<file path="src/rtl/y86_pkg.sv">
// Shared Y86-64 encodings: icodes, ifuns, stat codes,
// register ids, condition-code bit positions, E/M bundle.
package y86_pkg;

  localparam logic [3:0] I_HALT   = 4'h0;
  localparam logic [3:0] I_NOP    = 4'h1;
  localparam logic [3:0] I_RRMOVQ = 4'h2;
  localparam logic [3:0] I_IRMOVQ = 4'h3;
  localparam logic [3:0] I_RMMOVQ = 4'h4;
  localparam logic [3:0] I_MRMOVQ = 4'h5;
  localparam logic [3:0] I_OPQ    = 4'h6;
  localparam logic [3:0] I_JXX    = 4'h7;
  localparam logic [3:0] I_CALL   = 4'h8;
  localparam logic [3:0] I_RET    = 4'h9;
  localparam logic [3:0] I_PUSHQ  = 4'hA;
  localparam logic [3:0] I_POPQ   = 4'hB;

  localparam logic [3:0] A_ADD = 4'h0;
  localparam logic [3:0] A_SUB = 4'h1;
  localparam logic [3:0] A_AND = 4'h2;
  localparam logic [3:0] A_XOR = 4'h3;

  localparam logic [3:0] C_YES = 4'h0;
  localparam logic [3:0] C_LE  = 4'h1;
  localparam logic [3:0] C_L   = 4'h2;
  localparam logic [3:0] C_E   = 4'h3;
  localparam logic [3:0] C_NE  = 4'h4;
  localparam logic [3:0] C_GE  = 4'h5;
  localparam logic [3:0] C_G   = 4'h6;

  localparam logic [2:0] S_AOK = 3'd1;
  localparam logic [2:0] S_HLT = 3'd2;
  localparam logic [2:0] S_ADR = 3'd3;
  localparam logic [2:0] S_INS = 3'd4;

  localparam logic [3:0] RNONE = 4'hF;

  localparam int CC_ZF = 2;
  localparam int CC_SF = 1;
  localparam int CC_OF = 0;

  localparam logic [2:0] CC_RESET = 3'b100;

  typedef struct packed {
    logic [3:0]  icode;
    logic [2:0]  stat;
    logic        cnd;
    logic [63:0] valE;
    logic [63:0] valA;
    logic [3:0]  dstE;
    logic [3:0]  dstM;
  } em_t;

  localparam em_t EM_BUBBLE = '{
    icode: I_NOP,
    stat:  S_AOK,
    cnd:   1'b0,
    valE:  64'd0,
    valA:  64'd0,
    dstE:  RNONE,
    dstM:  RNONE
  };

endpackage

</file>
<file path="src/rtl/cond_eval.sv">
// Branch/cmov condition evaluator (combinational).
// Ports: cc {ZF,SF,OF}, ifun condition code -> cnd.
module cond_eval
  import y86_pkg::*;
(
  input  logic [2:0] cc,
  input  logic [3:0] ifun,
  output logic       cnd
);

  logic w_zf;
  logic w_lt;

  assign w_zf = cc[CC_ZF];
  assign w_lt = cc[CC_SF] ^ cc[CC_OF];

  always_comb begin
    cnd = 1'b0;
    case (ifun)
      C_YES:   cnd = 1'b1;
      C_LE:    cnd = w_lt | w_zf;
      C_L:     cnd = w_lt;
      C_E:     cnd = w_zf;
      C_NE:    cnd = ~w_zf;
      C_GE:    cnd = ~w_lt;
      C_G:     cnd = ~w_lt & ~w_zf;
      default: cnd = 1'b0;
    endcase
  end

endmodule

</file>
<file path="src/rtl/execute_cc_stage.sv">
// Execute back end: condition codes, cond/cmov gating, E/M register.
// Ports: e_* from execute, m_exc/w_exc, M_stall/M_bubble -> cc, e_cnd, e_dstE, M_*.
module execute_cc_stage
  import y86_pkg::*;
(
  input  logic        clk,
  input  logic        reset,
  input  logic [3:0]  e_icode,
  input  logic [3:0]  e_ifun,
  input  logic [2:0]  e_stat,
  input  logic [63:0] e_valE,
  input  logic        e_alu_ovf,
  input  logic [63:0] e_valA,
  input  logic [3:0]  e_dstE_in,
  input  logic [3:0]  e_dstM,
  input  logic        m_exc,
  input  logic        w_exc,
  input  logic        M_stall,
  input  logic        M_bubble,
  output logic [2:0]  cc,
  output logic        e_cnd,
  output logic [3:0]  e_dstE,
  output logic [3:0]  M_icode,
  output logic [2:0]  M_stat,
  output logic        M_cnd,
  output logic [63:0] M_valE,
  output logic [63:0] M_valA,
  output logic [3:0]  M_dstE,
  output logic [3:0]  M_dstM
);

  logic [2:0] r_cc;
  em_t        r_em;
  logic       w_cnd;
  logic       w_set_cc;
  logic       w_of;
  logic [3:0] w_dstE;

  cond_eval u_cond (
    .cc   (r_cc),
    .ifun (e_ifun),
    .cnd  (w_cnd)
  );

  // A failed cmov must not write back; RNONE also hides it from forwarding.
  assign w_dstE = (e_icode == I_RRMOVQ && !w_cnd) ? RNONE : e_dstE_in;

  // Flags freeze while an older instruction is faulting or M is held.
  assign w_set_cc = (e_icode == I_OPQ) && (e_stat == S_AOK)
                  && !m_exc && !w_exc && !M_stall;

  // Overflow is only meaningful for add/sub; logic ops clear OF.
  assign w_of = ((e_ifun == A_ADD) || (e_ifun == A_SUB)) & e_alu_ovf;

  always_ff @(posedge clk) begin
    if (reset) begin
      r_cc <= CC_RESET;
    end else if (w_set_cc) begin
      r_cc <= {(e_valE == 64'd0), e_valE[63], w_of};
    end
  end

  always_ff @(posedge clk) begin
    if (reset || M_bubble) begin
      r_em <= EM_BUBBLE;
    end else if (!M_stall) begin
      r_em <= '{
        icode: e_icode,
        stat:  e_stat,
        cnd:   w_cnd,
        valE:  e_valE,
        valA:  e_valA,
        dstE:  w_dstE,
        dstM:  e_dstM
      };
    end
  end

  assign cc      = r_cc;
  assign e_cnd   = w_cnd;
  assign e_dstE  = w_dstE;
  assign M_icode = r_em.icode;
  assign M_stat  = r_em.stat;
  assign M_cnd   = r_em.cnd;
  assign M_valE  = r_em.valE;
  assign M_valA  = r_em.valA;
  assign M_dstE  = r_em.dstE;
  assign M_dstM  = r_em.dstM;

endmodule

</file>
<file path="config.mk">
export PLATFORM = sky130hd
export DESIGN_NAME = execute_cc_stage
export DESIGN_NICKNAME = d
export VERILOG_FILES = /design/src/rtl/y86_pkg.sv /design/src/rtl/cond_eval.sv /design/src/rtl/execute_cc_stage.sv
export SDC_FILE = /design/constraint.sdc
export NUM_CORES = 1
export LEC_CHECK = 0
export ABC_CLOCK_PERIOD_IN_PS = 2200
export CAP_MARGIN = 10
export CORE_MARGIN = 2
export CORE_UTILIZATION = 35
export DETAILED_ROUTE_END_ITERATION = 7
export GPL_TIMING_DRIVEN = 0
export PLACE_DENSITY = 0.74
export SLEW_MARGIN = 30
export SYNTH_ARGS = -nofsm -noshare
export SYNTH_HDL_FRONTEND = slang
export SYNTH_SLANG_ARGS = --single-unit
</file>
<file path="constraint.sdc">
create_clock -name clk -period 2.2 [get_ports clk]
set_clock_uncertainty 0.1 [all_clocks]
set_input_delay 0.44 -clock clk [delete_from_list [all_inputs] [get_ports clk]]
set_output_delay 0.44 -clock clk [all_outputs]
set_load 0.03 [all_outputs]
</file>
**Word-level counts from Yosys, hierarchy flattened**

Cells that the tools add are included.

- Bits in registers: 147
- Output and inout port bits: 152

- Equality and inequality tests: 9
- Multiplexer cells: 2
- Bitwise logic cells: 6
- Reduce and logical (&&, ||, !) cells: 13

Operators by type and width:

| cell | number |
|---|---|
| logical NOT 64 bit | 1 |
| equality test 4 x 3 -> 1 bit, second input constant | 4 |
| equality test 4 x 2 -> 1 bit, second input constant | 3 |
| one-hot mux 1 bit (7 select lines) | 1 |
| logical AND 1 bit | 5 |
| equality test 4 x 1 -> 1 bit, second input constant | 1 |
| logical NOT 1 bit | 4 |
| logical NOT 4 bit | 1 |
| 2-to-1 mux 4 bit | 1 |
| equality test 3 x 1 -> 1 bit, second input constant | 1 |
| AND 1 bit | 2 |
| logical OR 1 bit | 2 |
| inverter 1 bit | 2 |
| OR 1 bit | 1 |
| bitwise XOR 1 bit | 1 |

**Depth between registers and ports, before layout**

- Depth in word-level cells: 7
- Depth in mapped cells: 6
- Depth with buffers taken out: 5

**Hierarchy**

A second synthesis with hierarchy kept.

- Cell total of the unflattened synthesis: 525
- Area total of the unflattened synthesis: 5462.7 µm²

Modules (own cells, without submodules):

| module | instances | cells each | area an instance (µm²) | sequential area each (µm²) |
|---|---|---|---|---|
| execute_cc_stage | 1 | 515 | 5381.4 | 2942.8 |
| cond_eval | 1 | 10 | 81.3 | 0.0 |

**Least setup slack after synthesis**

OpenSTA, ideal clock, no wires.

- Path type: reg2out
- Start point: register r_cc[0] (netlist: cc[0])
- End point: output port e_cnd
- Arrival: 1.671 ns
- Slack: -0.011 ns
- Stages on the path, launching flop included: 5
- Path through: dfxtp_1 > xor2_1 > a2111oi_0 > a211oi_1 > a21oi_1

- Word-level cells in the longest chain between the ends: 4
- Elaborated cells between the ends (all ways): 5
- Classes of those cells: 1 x mux; 4 x bitwise

RTL lines:

| item | RTL line | text |
|---|---|---|
| start: declaration | execute_cc_stage.sv:32 | `logic [2:0] r_cc;` |
| start signal: assignment | execute_cc_stage.sv:59 | `r_cc <= {(e_valE == 64'd0), e_valE[63], w_of};` |
| bitwise XOR 1 bit (*) | cond_eval.sv:15 | `assign w_lt = cc[CC_SF] ^ cc[CC_OF];` |
| inverter 1 bit | cond_eval.sv:25, cond_eval.sv:26 |  |
| AND 1 bit | cond_eval.sv:26 | `C_G: cnd = ~w_lt & ~w_zf;` |
| one-hot mux 1 bit (7 select lines) (*) | cond_eval.sv:19 | `case (ifun)` |
| end: declaration | execute_cc_stage.sv:21 | `output logic e_cnd,` |

Every way passes the cells marked *; elsewhere a longest branch is shown, timed or not.

**Worst setup path after layout**

- Start point: register r_cc[0] (netlist: cc[0])
- End point: output port e_dstE[1]

- Word-level cells in the longest chain between the ends: 7
- Elaborated cells between the ends (all ways): 8
- Classes of those cells: 2 x mux; 4 x bitwise; 2 x reduce/logical

RTL lines:

| item | RTL line | text |
|---|---|---|
| bitwise XOR 1 bit (*) | cond_eval.sv:15 |  |
| inverter 1 bit | cond_eval.sv:25, cond_eval.sv:26 |  |
| AND 1 bit | cond_eval.sv:26 |  |
| one-hot mux 1 bit (7 select lines) (*) | cond_eval.sv:19 |  |
| logical NOT 1 bit (*) | execute_cc_stage.sv:46 | `assign w_dstE = (e_icode == I_RRMOVQ && !w_cnd) ? RNONE : e_dstE_in;` |
| logical AND 1 bit (*) | execute_cc_stage.sv:46 |  |
| 2-to-1 mux 4 bit (*) | execute_cc_stage.sv:46 |  |
| end: declaration | execute_cc_stage.sv:22 | `output logic [3:0] e_dstE,` |

Marked as above.

==> impl_results.html <==
<table>
<tr><th>Metric</th><th>Value</th></tr>
<tr><th colspan="2">Status</th></tr>
<tr><td>Run status</td><td>finished with violations</td></tr>
<tr><td>Failing checks</td><td>negative setup slack</td></tr>
<tr><th colspan="2">Floorplan</th></tr>
<tr><td>Die Area</td><td>0.0165 mm2</td></tr>
<tr><td>Die boundary width</td><td>129 um</td></tr>
<tr><td>Initial cell density of the core</td><td>35.7%</td></tr>
<tr><td>Die outline height</td><td>around 130 um</td></tr>
<tr><td>CORE AREA</td><td>between 0.015 and 0.02 mm2</td></tr>
<tr><td>Std-Cell Rows</td><td>45</td></tr>
<tr><td>I/O Pins</td><td>306</td></tr>
<tr><th colspan="2">Clock network</th></tr>
<tr><td>Hold buffers post-CTS</td><td>0</td></tr>
<tr><td>Clock root buffer master</td><td>clkbuf_16</td></tr>
<tr><td>Clock buffer count from CTS</td><td>17</td></tr>
<tr><td>Clock transition at path regs</td><td>~0.060 ns</td></tr>
<tr><td>Clock network latency to the later pin of the worst-skew pair</td><td>~0.42 ns</td></tr>
<tr><td>H-tree lvl count</td><td>4</td></tr>
<tr><td>Clock tree from TritonCTS</td><td>built</td></tr>
<tr><td>Clock tree sinks</td><td>147</td></tr>
<tr><td>Number of buffers on the longest clock path</td><td>2</td></tr>
<tr><th colspan="2">Setup path</th></tr>
<tr><td>Data arrival time at the worst-slack endpoint</td><td>roughly 1.9 ns</td></tr>
<tr><td>Origin of the worst setup path</td><td>cc[0]$_SDFFE_PP0P_</td></tr>
<tr><td>Category of the critical setup timing path</td><td>register to output pin</td></tr>
<tr><td>CP bufs+invs</td><td>1</td></tr>
<tr><td>Setup slack on the worst flop-to-flop path</td><td>approximately 0.59 ns</td></tr>
<tr><td>Standard cell with the maximum stage delay on the critical path</td><td>dfxtp_4</td></tr>
<tr><td>Family with the most delay on the worst path</td><td>compound AO/OA/AOI/OAI gates</td></tr>
<tr><td>Startpoint types</td><td>register</td></tr>
<tr><td>Cells along the critical path</td><td>xor2_4 &gt; a2111oi_4 &gt; a211oi_2 &gt; o21ai_2 &gt; nand2b_1 &gt; buf_6</td></tr>
<tr><td>CP max FO</td><td>5</td></tr>
<tr><td>Start of the worst register-to-register path</td><td>cc[0]$_SDFFE_PP0P_</td></tr>
<tr><td>Kind of capture point of the worst setup path</td><td>output pin</td></tr>
<tr><td>Delay of the slowest cell on the worst path</td><td>~0.37 ns</td></tr>
<tr><td>CP required</td><td>~1.7 ns</td></tr>
<tr><td>Worst Reg2Reg Path Length in Cells</td><td>6</td></tr>
<tr><td>Crit Reg-Reg Endpoint</td><td>M_dstE[2]$_SDFFE_PP1N_</td></tr>
<tr><th colspan="2">STA</th></tr>
<tr><td>Achievable frequency</td><td>roughly 0.42 GHz</td></tr>
<tr><td>Transition at the pin with the smallest max-transition slack</td><td>approximately 0.77 ns</td></tr>
<tr><td>Least setup slack across all paths after layout</td><td>-0.191 ns</td></tr>
<tr><td>Max Transition Viols Final</td><td>0</td></tr>
<tr><td>Minimum clock period</td><td>~2.4 ns</td></tr>
<tr><td>Final-report hold violation count</td><td>0</td></tr>
<tr><td>Final clock period utilization by the worst path</td><td>109%</td></tr>
<tr><td>RSZ-0062 raised after global routing</td><td>true</td></tr>
<tr><td>Normalized max-slew margin</td><td>between 40% and 50%</td></tr>
<tr><td>Count of final setup violators</td><td>5</td></tr>
<tr><th colspan="2">Route</th></tr>
<tr><td>Remaining routing DRC violations</td><td>0</td></tr>
<tr><td>Number of vias after detailed routing</td><td>a little over 5k</td></tr>
<tr><td>Via density per instance</td><td>4.84</td></tr>
<tr><td>Final routed wire length divided by cell count</td><td>17.2 um</td></tr>
<tr><td>Number of routed nets with antenna violations</td><td>0</td></tr>
<tr><td>Sum of routed wire length over all layers</td><td>between 15 and 20 mm</td></tr>
<tr><td>Iteration-0 DRC Markers</td><td>~140</td></tr>
<tr><td>Number of iterations in the first detailed-routing pass</td><td>4</td></tr>
<tr><th colspan="2">Synthesis</th></tr>
<tr><td>Synth Register Bits</td><td>between 100 and 150</td></tr>
<tr><td>Post-synthesis async set-or-reset flop share</td><td>0%</td></tr>
<tr><td>Mapped Area</td><td>0.00543 mm2</td></tr>
<tr><td>Top cell type's share of synthesized area</td><td>a little over half</td></tr>
<tr><td>Primary flip-flop cell chosen by synthesis mapping</td><td>dfxtp_1</td></tr>
<tr><td>Number of distinct library cells after synthesis</td><td>27</td></tr>
<tr><td>Number of enable flip-flop cells after synthesis</td><td>0</td></tr>
<tr><td>Synth top area cells</td><td>dfxtp_1, mux2i_1, nor2_1</td></tr>
<tr><td>Cell with the most instances after synthesis</td><td>dfxtp_1</td></tr>
<tr><td>Largest area contributor in the netlist</td><td>dfxtp_1</td></tr>
<tr><td>Mapped Avg Cell Area</td><td>slightly above 10 um2</td></tr>
<tr><td>Net count after synthesis</td><td>681</td></tr>
<tr><td>Ranking of synthesized cells by instance count</td><td>dfxtp_1, mux2i_1, nor2_1</td></tr>
<tr><td>Register area share after synthesis</td><td>about 54%</td></tr>
<tr><td>Yosys warns</td><td>0</td></tr>
<tr><td>Number of standard cells after synthesis</td><td>527</td></tr>
<tr><th colspan="2">Power and ir drop</th></tr>
<tr><td>Sw Pwr</td><td>0.00169 W</td></tr>
<tr><td>Portion of total power attributed to combinational logic</td><td>~14%</td></tr>
<tr><td>Internal power of the cells</td><td>roughly 0.0055 W</td></tr>
<tr><td>Static power due to leakage</td><td>3.92 nW</td></tr>
<tr><td>Switching portion of total power</td><td>between 20% and 30%</td></tr>
<tr><td>Clk network pwr share</td><td>46.9%</td></tr>
<tr><td>Worst ir drop on vdd</td><td>0.511 mV</td></tr>
<tr><td>Power density over the cells</td><td>roughly 760 mW/mm2</td></tr>
<tr><td>Part of the power in registers</td><td>between 30% and 40%</td></tr>
<tr><th colspan="2">Place</th></tr>
<tr><td>Post-Place Worst Slack</td><td>-0.989 ns</td></tr>
<tr><td>Dpl hpwl</td><td>around 14 mm</td></tr>
<tr><td>Dpl cell area</td><td>0.00871 mm2</td></tr>
<tr><td>Global placer's final weighted congestion</td><td>approximately 0.80</td></tr>
<tr><td>Total of buffers placed on input and output ports</td><td>around 300</td></tr>
<tr><th colspan="2">Flow run</th></tr>
<tr><td>Max Cap Viol</td><td>0</td></tr>
<tr><th colspan="2">GRT</th></tr>
<tr><td>Initial antenna violation count</td><td>0</td></tr>
<tr><td>Total global routing track utilization</td><td>between 20% and 30%</td></tr>
<tr><td>Layer carrying the most global-route usage</td><td>met2</td></tr>
<tr><td>GR Layer Usage met2</td><td>38.7%</td></tr>
<tr><td>Number of global-route vias before repair</td><td>around 5.3k</td></tr>
<tr><td>Met1 track demand over resource in global routing</td><td>roughly 22%</td></tr>
<tr><td>Met3 Track Usage GR</td><td>under 10%</td></tr>
<tr><td>Global-route wire length before repair</td><td>~27 mm</td></tr>
<tr><td>Largest net degree at the start of global routing</td><td>17</td></tr>
<tr><td>Overflow after GRT</td><td>0</td></tr>
<tr><th colspan="2">Cells and area</th></tr>
<tr><td>Post-Layout Inst Area</td><td>0.00953 mm2</td></tr>
<tr><td>Net count reported at finish</td><td>roughly 1k</td></tr>
<tr><td>Proportion of layout cells with a drive suffix above 1</td><td>about 8.6%</td></tr>
<tr><td>Antenna diode count</td><td>0</td></tr>
<tr><td>Synth-to-Final Area Change</td><td>75.6%</td></tr>
<tr><th colspan="2">Hold path</th></tr>
<tr><td>Hold Crit Depth</td><td>2</td></tr>
<tr><td>End point of the most critical hold path</td><td>M_dstM[3]$_SDFFE_PP1N_</td></tr>
<tr><td>Hold wc startpoint</td><td>M_dstM[3]$_SDFFE_PP1N_</td></tr>
<tr><td>Classification of the worst-slack hold path</td><td>register to register</td></tr>
</table>
power by group through the flow:
stage / Combinational [W] / Sequential (W) / Clock [W]
6_report: 0.00105 / 0.00279 / 0.00339
5_1_grt: 0.00111 / 0.00280 / 0.00356
4_1_cts: 0.00105 / 0.00279 / 0.00345
3_5_place_dp: 0.00103 / 0.00285 / 0
3_3_place_gp: 0.00102 / 0.00285 / 0
2_1_floorplan: 0.000304 / 0.00302 / 0
final cells by class:
cell class	instances	area (um2)
buffer	33	150
clock buffer	20	437
clock inverter	12	251
fill	1249	5670
inverter	2	7.51
multi-input combinational	345	2410
sequential	147	2950
tap	188	235
timing repair buffer	310	3090
per-layer routing:
layer,wire (um),up-vias
met5,0,-
met1,6870,2409
met3,1690,34
met2,9210,212
li1,-,2457
met4,432,0
flip-flops by register name (all words and copies together) (netlist names):
| signal | cells |
|---|---|
| M_valA | 64 |
| M_dstM | 4 |
| M_stat | 3 |
| M_cnd | 1 |
| M_dstE | 4 |
| M_icode | 4 |
| cc | 3 |
| M_valE | 64 |
worst min-delay path, delay by kind of cell, from the launching register on:
family        cells  cell delay (ns)
flops             1             0.33
mux               1             0.07
simple gates      1             0.05
through the flow:
step | power, W | instances | TNS (ns) | utilization, % | hold slack [ns]
finish | 0.00723 | 1057 | -0.830 | 62.7 | 0.378
global route | 0.00747 | 1057 | -1.46 | 62.7 | 0.400
CTS | 0.00729 | 1055 | -0.946 | 62.5 | 0.381
detailed placement | 0.00389 | 1019 | -62.38 | 57.3 | 0.368
global placement | 0.00387 | 1019 | -57.51 | 57.3 | 0.355
floorplan | 0.00332 | 527 | -0.0107 | - | 0.412
logic make-up (layout without fill, tap and decap cells):
group / count (synthesis) / in the layout / share of synthesized area, %
buffers and inverters: 35 / 377 / 2.70
and+or+nand+nor: 189 / 189 / 15.3
DFF: 147 / 147 / 54.2
muxes: 140 / 140 / 25.8
AOI/OAI and AO/OA: 15 / 15 / 1.80
xor gates and xnor gates: 1 / 1 / 0.161
cell usage in the layout (no fill, tap or decap), drive strengths merged, types with 2 or more instances in the layout:
cell type | Yosys | final
clkinvlp | 0 | 2
nor3 | 5 | 5
nand4 | 5 | 5
nor3b | 5 | 5
inv | 2 | 4
a211o | 2 | 2
clkdlybuf4s50 | 0 | 295
a21oi | 8 | 8
clkbuf | 18 | 39
dfxtp | 147 | 147
nand2b | 5 | 5
buf | 15 | 25
bufinv | 0 | 7
nand2 | 10 | 10
nor2 | 138 | 138
mux2i | 140 | 140
nor4 | 17 | 17
dlygate4sd2 | 0 | 4
worst max path at each step:
stage	end	cells after the start	slack (ns)
2_1_floorplan	e_cnd	4	-0.01
3_3_place_gp	e_dstE[1]	7	-0.91
5_1_grt	e_dstE[1]	6	-0.31
4_1_cts	e_dstE[1]	6	-0.21
3_5_place_dp	e_dstE[1]	7	-0.99
6_report	e_dstE[1]	6	-0.19
timing repair:
item	4_1_cts	5_1_grt
gates cloned	0	0
buffers inserted	4	2
setup endpoints to repair	85	46
gates resized for setup	58	9
pin swaps	7	2
No activity file was read; power rests on OpenSTA's default activity.
